### src/rtl/p3_controller.sv
// p3_controller: command sequencer driving every control input of the
// Simple RISC Machine datapath through a start/done handshake.
//
// Ports:
//   clk, reset_n        clock, asynchronous active-low reset
//   start               command request, sampled only in IDLE
//   cmd                 00 MOVI, 01 MOV, 10 ALU, 11 CMP
//   rd, rn, rm          register indices
//   imm                 MOVI immediate
//   sh_in, alu_in       shift code for Rm, ALU op for ALU commands
//   datapath_in         immediate presented to the datapath (WIMM only)
//   writenum, readnum   register-file indices
//   write, loada, loadb, loadc, loads, asel, bsel, vsel, shift, ALUop
//                       datapath controls
//   busy, done          handshake status (done is a one-cycle pulse)
//
// Build option: P3_CTRL_FLAGS_EN makes ALU commands update status too.

module p3_controller (
    input  logic        clk,
    input  logic        reset_n,
    input  logic        start,
    input  logic [1:0]  cmd,
    input  logic [2:0]  rd,
    input  logic [2:0]  rn,
    input  logic [2:0]  rm,
    input  logic [15:0] imm,
    input  logic [1:0]  sh_in,
    input  logic [1:0]  alu_in,
    output logic [15:0] datapath_in,
    output logic [2:0]  writenum,
    output logic [2:0]  readnum,
    output logic        write,
    output logic        loada,
    output logic        loadb,
    output logic        loadc,
    output logic        loads,
    output logic        asel,
    output logic        bsel,
    output logic        vsel,
    output logic [1:0]  shift,
    output logic [1:0]  ALUop,
    output logic        busy,
    output logic        done
);

    typedef enum logic [2:0] {
        S_IDLE, S_WIMM, S_LDA, S_LDB, S_EXEC, S_WB, S_DONE
    } state_t;

    localparam logic [1:0] CMD_MOVI = 2'b00;
    localparam logic [1:0] CMD_MOV  = 2'b01;
    localparam logic [1:0] CMD_ALU  = 2'b10;

    typedef struct packed {
        logic [15:0] dp_in;
        logic [2:0]  wnum;
        logic [2:0]  rnum;
        logic        write;
        logic        loada;
        logic        loadb;
        logic        loadc;
        logic        loads;
        logic        asel;
        logic        vsel;
        logic [1:0]  shift;
        logic [1:0]  aluop;
        logic        busy;
        logic        done;
    } ctl_t;

    state_t      state_q;
    ctl_t        ctl_q;
    logic [1:0]  cmd_q;
    logic [2:0]  rd_q;
    logic [2:0]  rn_q;
    logic [2:0]  rm_q;
    logic [15:0] imm_q;
    logic [1:0]  sh_q;
    logic [1:0]  alu_q;

    function automatic state_t entry(input logic [1:0] c);
        unique case (1'b1)
            (c == CMD_MOVI): entry = S_WIMM;
            (c == CMD_MOV):  entry = S_LDB;
            default:         entry = S_LDA;
        endcase
    endfunction

    function automatic state_t succ(input state_t s, input logic [1:0] c);
        unique case (s)
            S_WIMM:  succ = S_DONE;
            S_LDA:   succ = S_LDB;
            S_LDB:   succ = S_EXEC;
            S_EXEC:  succ = (c == CMD_MOV || c == CMD_ALU) ? S_WB : S_DONE;
            S_WB:    succ = S_DONE;
            default: succ = S_IDLE;
        endcase
    endfunction

    // Outputs for the state being entered, so they appear registered
    // and aligned with that state (Moore behaviour, no live-input paths).
    function automatic ctl_t decode(
        input state_t      s,
        input logic [1:0]  c,
        input logic [2:0]  d,
        input logic [2:0]  n,
        input logic [2:0]  m,
        input logic [15:0] im,
        input logic [1:0]  sh,
        input logic [1:0]  op
    );
        ctl_t o;
        o      = '0;
        o.busy = (s != S_IDLE);
        unique case (s)
            S_WIMM: begin
                o.write = 1'b1;
                o.vsel  = 1'b1;
                o.wnum  = d;
                o.dp_in = im;
            end
            S_LDA: begin
                o.rnum  = n;
                o.loada = 1'b1;
            end
            S_LDB: begin
                o.rnum  = m;
                o.loadb = 1'b1;
            end
            S_EXEC: begin
                o.shift = sh;
                unique case (1'b1)
                    (c == CMD_MOV): begin
                        o.asel  = 1'b1;
                        o.loadc = 1'b1;
                    end
                    (c == CMD_ALU): begin
                        o.aluop = op;
                        o.loadc = 1'b1;
`ifdef P3_CTRL_FLAGS_EN
                        o.loads = 1'b1;
`else
                        o.loads = 1'b0;
`endif
                    end
                    default: begin
                        o.aluop = 2'b01;
                        o.loads = 1'b1;
                    end
                endcase
            end
            S_WB: begin
                o.write = 1'b1;
                o.wnum  = d;
            end
            S_DONE:  o.done = 1'b1;
            default: o = '0;
        endcase
        return o;
    endfunction

    always_ff @(posedge clk or negedge reset_n) begin
        if (!reset_n) begin
            state_q <= S_IDLE;
            ctl_q   <= '0;
            cmd_q   <= '0;
            rd_q    <= '0;
            rn_q    <= '0;
            rm_q    <= '0;
            imm_q   <= '0;
            sh_q    <= '0;
            alu_q   <= '0;
        end else if (state_q == S_IDLE && start) begin
            cmd_q   <= cmd;
            rd_q    <= rd;
            rn_q    <= rn;
            rm_q    <= rm;
            imm_q   <= imm;
            sh_q    <= sh_in;
            alu_q   <= alu_in;
            state_q <= entry(cmd);
            ctl_q   <= decode(entry(cmd), cmd, rd, rn, rm,
                              imm, sh_in, alu_in);
        end else begin
            state_q <= succ(state_q, cmd_q);
            ctl_q   <= decode(succ(state_q, cmd_q), cmd_q, rd_q,
                              rn_q, rm_q, imm_q, sh_q, alu_q);
        end
    end

    assign datapath_in = ctl_q.dp_in;
    assign writenum    = ctl_q.wnum;
    assign readnum     = ctl_q.rnum;
    assign write       = ctl_q.write;
    assign loada       = ctl_q.loada;
    assign loadb       = ctl_q.loadb;
    assign loadc       = ctl_q.loadc;
    assign loads       = ctl_q.loads;
    assign asel        = ctl_q.asel;
    assign bsel        = 1'b0;
    assign vsel        = ctl_q.vsel;
    assign shift       = ctl_q.shift;
    assign ALUop       = ctl_q.aluop;
    assign busy        = ctl_q.busy;
    assign done        = ctl_q.done;

endmodule

### config.mk
export PLATFORM = sky130hd
export DESIGN_NAME = p3_controller
export DESIGN_NICKNAME = d
export VERILOG_FILES = /design/src/rtl/p3_controller.sv
export SDC_FILE = /design/constraint.sdc
export NUM_CORES = 1
export LEC_CHECK = 0
export CAP_MARGIN = 15
export CORE_ASPECT_RATIO = 2
export CORE_MARGIN = 2
export CORE_UTILIZATION = 38
export DETAILED_ROUTE_END_ITERATION = 8
export PLACE_DENSITY = 0.73
export SETUP_SLACK_MARGIN = 0.5
export SLEW_MARGIN = 20
export SYNTH_ARGS = -nofsm -noshare
export SYNTH_HDL_FRONTEND = slang
export SYNTH_SLANG_ARGS = --single-unit
### constraint.sdc
create_clock -name clk -period 1.72 [get_ports clk]
set_clock_uncertainty 0.2 [all_clocks]
set_input_delay 0.172 -clock clk [delete_from_list [all_inputs] [get_ports clk]]
set_output_delay 0.172 -clock clk [all_outputs]
set_load 0.01 [all_outputs]
### Word-level counts from Yosys, hierarchy flattened

Index checks and enable logic that the tools add are counted.

* logic and storage cells: 93
* register bits after elaboration: 69
* output and inout bits: 36
* input port bits: 34

* reduce and logical (&&, ||, !) cells: 13
* equal/unequal tests: 21
* muxes and demuxes: 37

Operator list (number)
* 35-bit two-way mux: 1
* 16-bit two-way mux: 2
* 3-bit == test, second input constant: 8
* 3-bit two-way mux: 7
* 3-bit by 2-bit == test with 1-bit output, second input constant: 6
* 1-bit two-way mux: 18
* 2-bit one-hot mux with 2 select lines: 3
* 3-bit one-hot mux with 2 select lines: 2
* 3-bit one-hot mux with 4 select lines: 1
* 6-bit OR reduction: 2
* 2-bit OR reduction: 5
* 3-bit by 1-bit == test with 1-bit output, second input constant: 3
* 4-bit two-way mux: 2
* 3-bit nonzero test: 2
* 2-bit by 1-bit == test with 1-bit output, second input constant: 2
* 2-bit == test, second input constant: 2
* 3-bit zero test: 1
* 2-bit zero test: 1
* 2-bit two-way mux: 1
* 1-bit logical AND: 1
* 1-bit logical OR: 1

### Logic depth before layout (Yosys ltp)

* depth in word-level cells: 9
* mapped depth: 5
* gate-level depth less buffers: 5

### Worst setup path before layout

No wires, ideal clock.

* path type: register to register
* from: reg state_q[1]
* to: reg alu_q[0]
* cell stages (with the launch flop): 5
* setup time: 0.125 ns
* data required time: 1.395 ns
* path buffers: 2
* setup slack: 0.015 ns
* clock period less this slack: 1.705 ns
* arrival: 1.380 ns
* cell sequence: dfrtp_1 -> buf_2 -> nor4b_4 -> buf_6 -> mux2_2

* longest elaborated chain between the ends: 2

Ends and longest elaborated chain
* from (decl): RTL line 72 `state_t state_q;`
* from (signal assigned): RTL line 182 `state_q <= entry(cmd);`
* from (signal assigned): RTL line 186 `state_q <= succ(state_q, cmd_q);`
* 3-bit zero test: RTL line 174 `end else if (state_q == S_IDLE && start) begin`
* 1-bit logical AND: RTL line 174
* to (signal assigned): RTL line 181 `alu_q <= alu_in;`
* to (decl): RTL line 80 `logic [1:0] alu_q;`

No other way between the ends.
A chain may end at the register's enable or synchronous reset.

### Worst setup path in the final report

* from: reg state_q[2]
* to: reg rd_q[1]

* longest elaborated chain between the ends: 2

Ends and longest elaborated chain
* 3-bit zero test: RTL line 174
* 1-bit logical AND: RTL line 174
* to (signal assigned): RTL line 176 `rd_q <= rd;`
* to (decl): RTL line 75 `logic [2:0] rd_q;`

No other way between the ends.

==> summary.txt <==
Setup path
  • CP required: 1.70 ns
  • Crit-path max FO: 15
  • R2R Path End: rd_q[1]
  • Worst reg2reg path depth: 3
  • Arr. time, crit path: between 1.5 and 2 ns
  • Critical path launch point: state_q[2]
  • Reg2reg start: state_q[2]
  • Worst Setup End Kind: flip-flop
  • Reg2Reg Setup Slack: 0.09 ns
  • Setup CP Type: flip-flop to flip-flop
  • Startpoint types: flip-flop

STA
  • Hold Vio Cnt, Final: 0
  • Min Hold Slack: between 0.15 and 0.2 ns
  • Tcrit/Tclk final: between 90% and 100%
  • RSZ-0062 raised after global routing: yes
  • Fmax: slightly above 600 MHz
  • Final Critical Period: approximately 1.6 ns
  • Slew Limit Fails: 0
  • Setup violators final: 0

Clocking
  • Clk sinks: 50
  • H-tree depth: 2
  • Longest Clk Path Bufs: 2
  • Clk root buf: clkbuf_8
  • CTS tree: built
  • Worst skew pair latency: approximately 0.29 ns
  • Clock transition at the registers of the reported paths: about 0.090 ns
  • Total CTS buffers: 5

Route
  • Drt initial violations: 10
  • DR vias/cell: approximately 4.7
  • Post-route DRC: 0
  • Final wirelength: 4.26 mm
  • Antenna-violating nets left: 0
  • Avg WL per Cell: ~15 um
  • Vias after detailed routing: between 1000 and 1500
  • DRT Pass-1 Iters: 2

Floorplanning
  • Die area: around 5500 um2
  • FP Rows: 36
  • Total I/O pin count: 70
  • Die H: a little over 100 um
  • Die X: roughly 54 um
  • Core area: slightly below 5000 um2
  • Starting Density: around 39%

Synthesis
  • Ys Warns: 0
  • Top cell type's share of synthesized area: between 60% and 70%
  • Netlist cell types: 28
  • Gate Count Post-Synth: about 140
  • Number of synthesized flops with an enable pin: 0
  • Cell taking the most area after synthesis: dfrtp_1
  • Main flop type after synthesis: dfrtp_1
  • Top post-synthesis cells by area: dfrtp_1, and2_1, mux2_2
  • Top-count cell post-synth: dfrtp_1
  • Post-synthesis cell area: 1870 um2
  • Synthesized flop and latch total: 50
  • Sequential area share after synthesis: ~67%
  • Syn_nets: between 150 and 200
  • Mean Syn Cell Area: approximately 14 um2
  • Post-synth top cells: dfrtp_1, and2_1, mux2_2, nor2_1, and3_1
  • Async S/R FF share, synth: 100%

Placement
  • # port buffers: between 60 and 70
  • Hpwl dp: approximately 2.9 mm
  • RePlAce Congestion: ~0.76

Global route
  • GRT Util Overall: between 10% and 20%
  • Initial antenna violation count: 0
  • GR Overflow Total: 0
  • Largest net degree at the start of global routing: 51
  • First-pass GRT wire length: 6.56 mm
  • Vias in the first global route: between 1000 and 1500

Power and ir drop
  • Pwr per Cell Area: 1490 nW/um2
  • Lkg Pwr: 0.00147 uW
  • Post-layout power: approximately 4300 uW
  • Peak supply drop: a little under 1 mV

Worst hold path
  • HP Class: input pin to async pin

Finish
  • Antenna fix cells: 0
  • Area Growth Syn to Fin: 54.9%
  • Layout cell share with drive strength beyond 1: 46.7%
  • Final #Nets: 262

Status
  • Status: finished clean

Job
  • Max-cap violations: 0
## per-stage QoR
step                util (%)  instance area, um2  cells  setup WS, ns  setup TNS, ns
finish                  59.9                2890    284        0.0926              0
global route            59.9                2890    284        0.0348              0
CTS                     58.1                2800    279        0.0816              0
detailed placement      55.5                2670    261       -0.0534         -0.956
global placement        55.5                2670    261       -0.0457         -0.773
floorplan                  -                1910    135        0.0231              0
## where the power goes
group,internal (uW),switching [uW]
registers,1490,180
clock network,620,368
logic,960,685
## repair_timing
| item | in CTS | in global routing |
|---|---|---|
| pin swaps | 5 | 20 |
| hold endpoints to repair | 50 | 0 |
| hold buffers | 1 | 0 |
| setup buffers | 7 | 5 |
| gates cloned | 2 | 0 |
| gates resized for setup | 163 | 18 |
| endpoints found under the setup margin | 83 | 50 |
## sequential cells by signal, summed over array words and instances (netlist names)
register and flops:
write 1, writenum 3, done 1, asel 1
datapath_in 16, sh_q 2, loadc 1, alu_q 2
loads 1, readnum 3, vsel 1, cmd_q 2
shift 2, ALUop 2, loadb 1, state_q 3
loada 1, busy 1, rm_q 3, rd_q 3
## cells in the final DEF (no fill, tap or decap), types with 4 or more instances in the layout
| cell type | count |
|---|---|
| buf_4 | 12 |
| and2_4 | 11 |
| and3_1 | 4 |
| buf_6 | 11 |
| clkbuf_8 | 6 |
| nor2_1 | 5 |
| clkdlybuf4s50_1 | 32 |
| dfrtp_1 | 47 |
| mux2_4 | 5 |
| mux2_2 | 4 |
| buf_2 | 35 |
| and2_1 | 11 |
## final cells by class
type	count	area, um2
flip-flops and latches	50	1250
multi-input cells	74	653
inverters	2	7.51
fillers	411	1930
repair buffers	93	759
clock inverters	2	60.1
clock buffers	6	82.6
well taps	57	71.3
## worst max-delay path, cell delays in order, from the launching register on
cell,delay [ns]
dfrtp_2,0.45
nor4b_4,0.33
buf_12,0.19
mux2_2,0.34
## worst max-delay path by stage
stage,end,slack (ns),depth (start not counted)
after global routing,sh_q[0],0.03,3
after floorplan,alu_q[0],0.02,4
final,rd_q[1],0.09,3
after global placement,writenum[0],-0.05,5
after detailed placement,sh_q[0],-0.05,4
after CTS,rd_q[1],0.08,3
## metal layers
metal	GRT usage (%)	vias to the layer above	part of all wire, %
met5	0	-	0
met3	2.90	10	5.3
met2	31.3	48	58
li1	-	629	-
met1	16.7	654	33
met4	7.30	0	3.0
## cells by family (layout without fill, tap and decap cells)
kind of cell	count (synthesis)	in the layout	share of synthesized area, %
adder cells (fa/ha/maj)	2	2	1.34
AO/OA/AOI/OAI	15	15	5.97
multiplexers	10	10	6.04
buffers and inverters	11	103	4.16
AND/OR/NAND/NOR	46	46	15.2
other	1	1	0.201
flip-flops	50	50	67.1
Power figures use the tool's default switching activity.
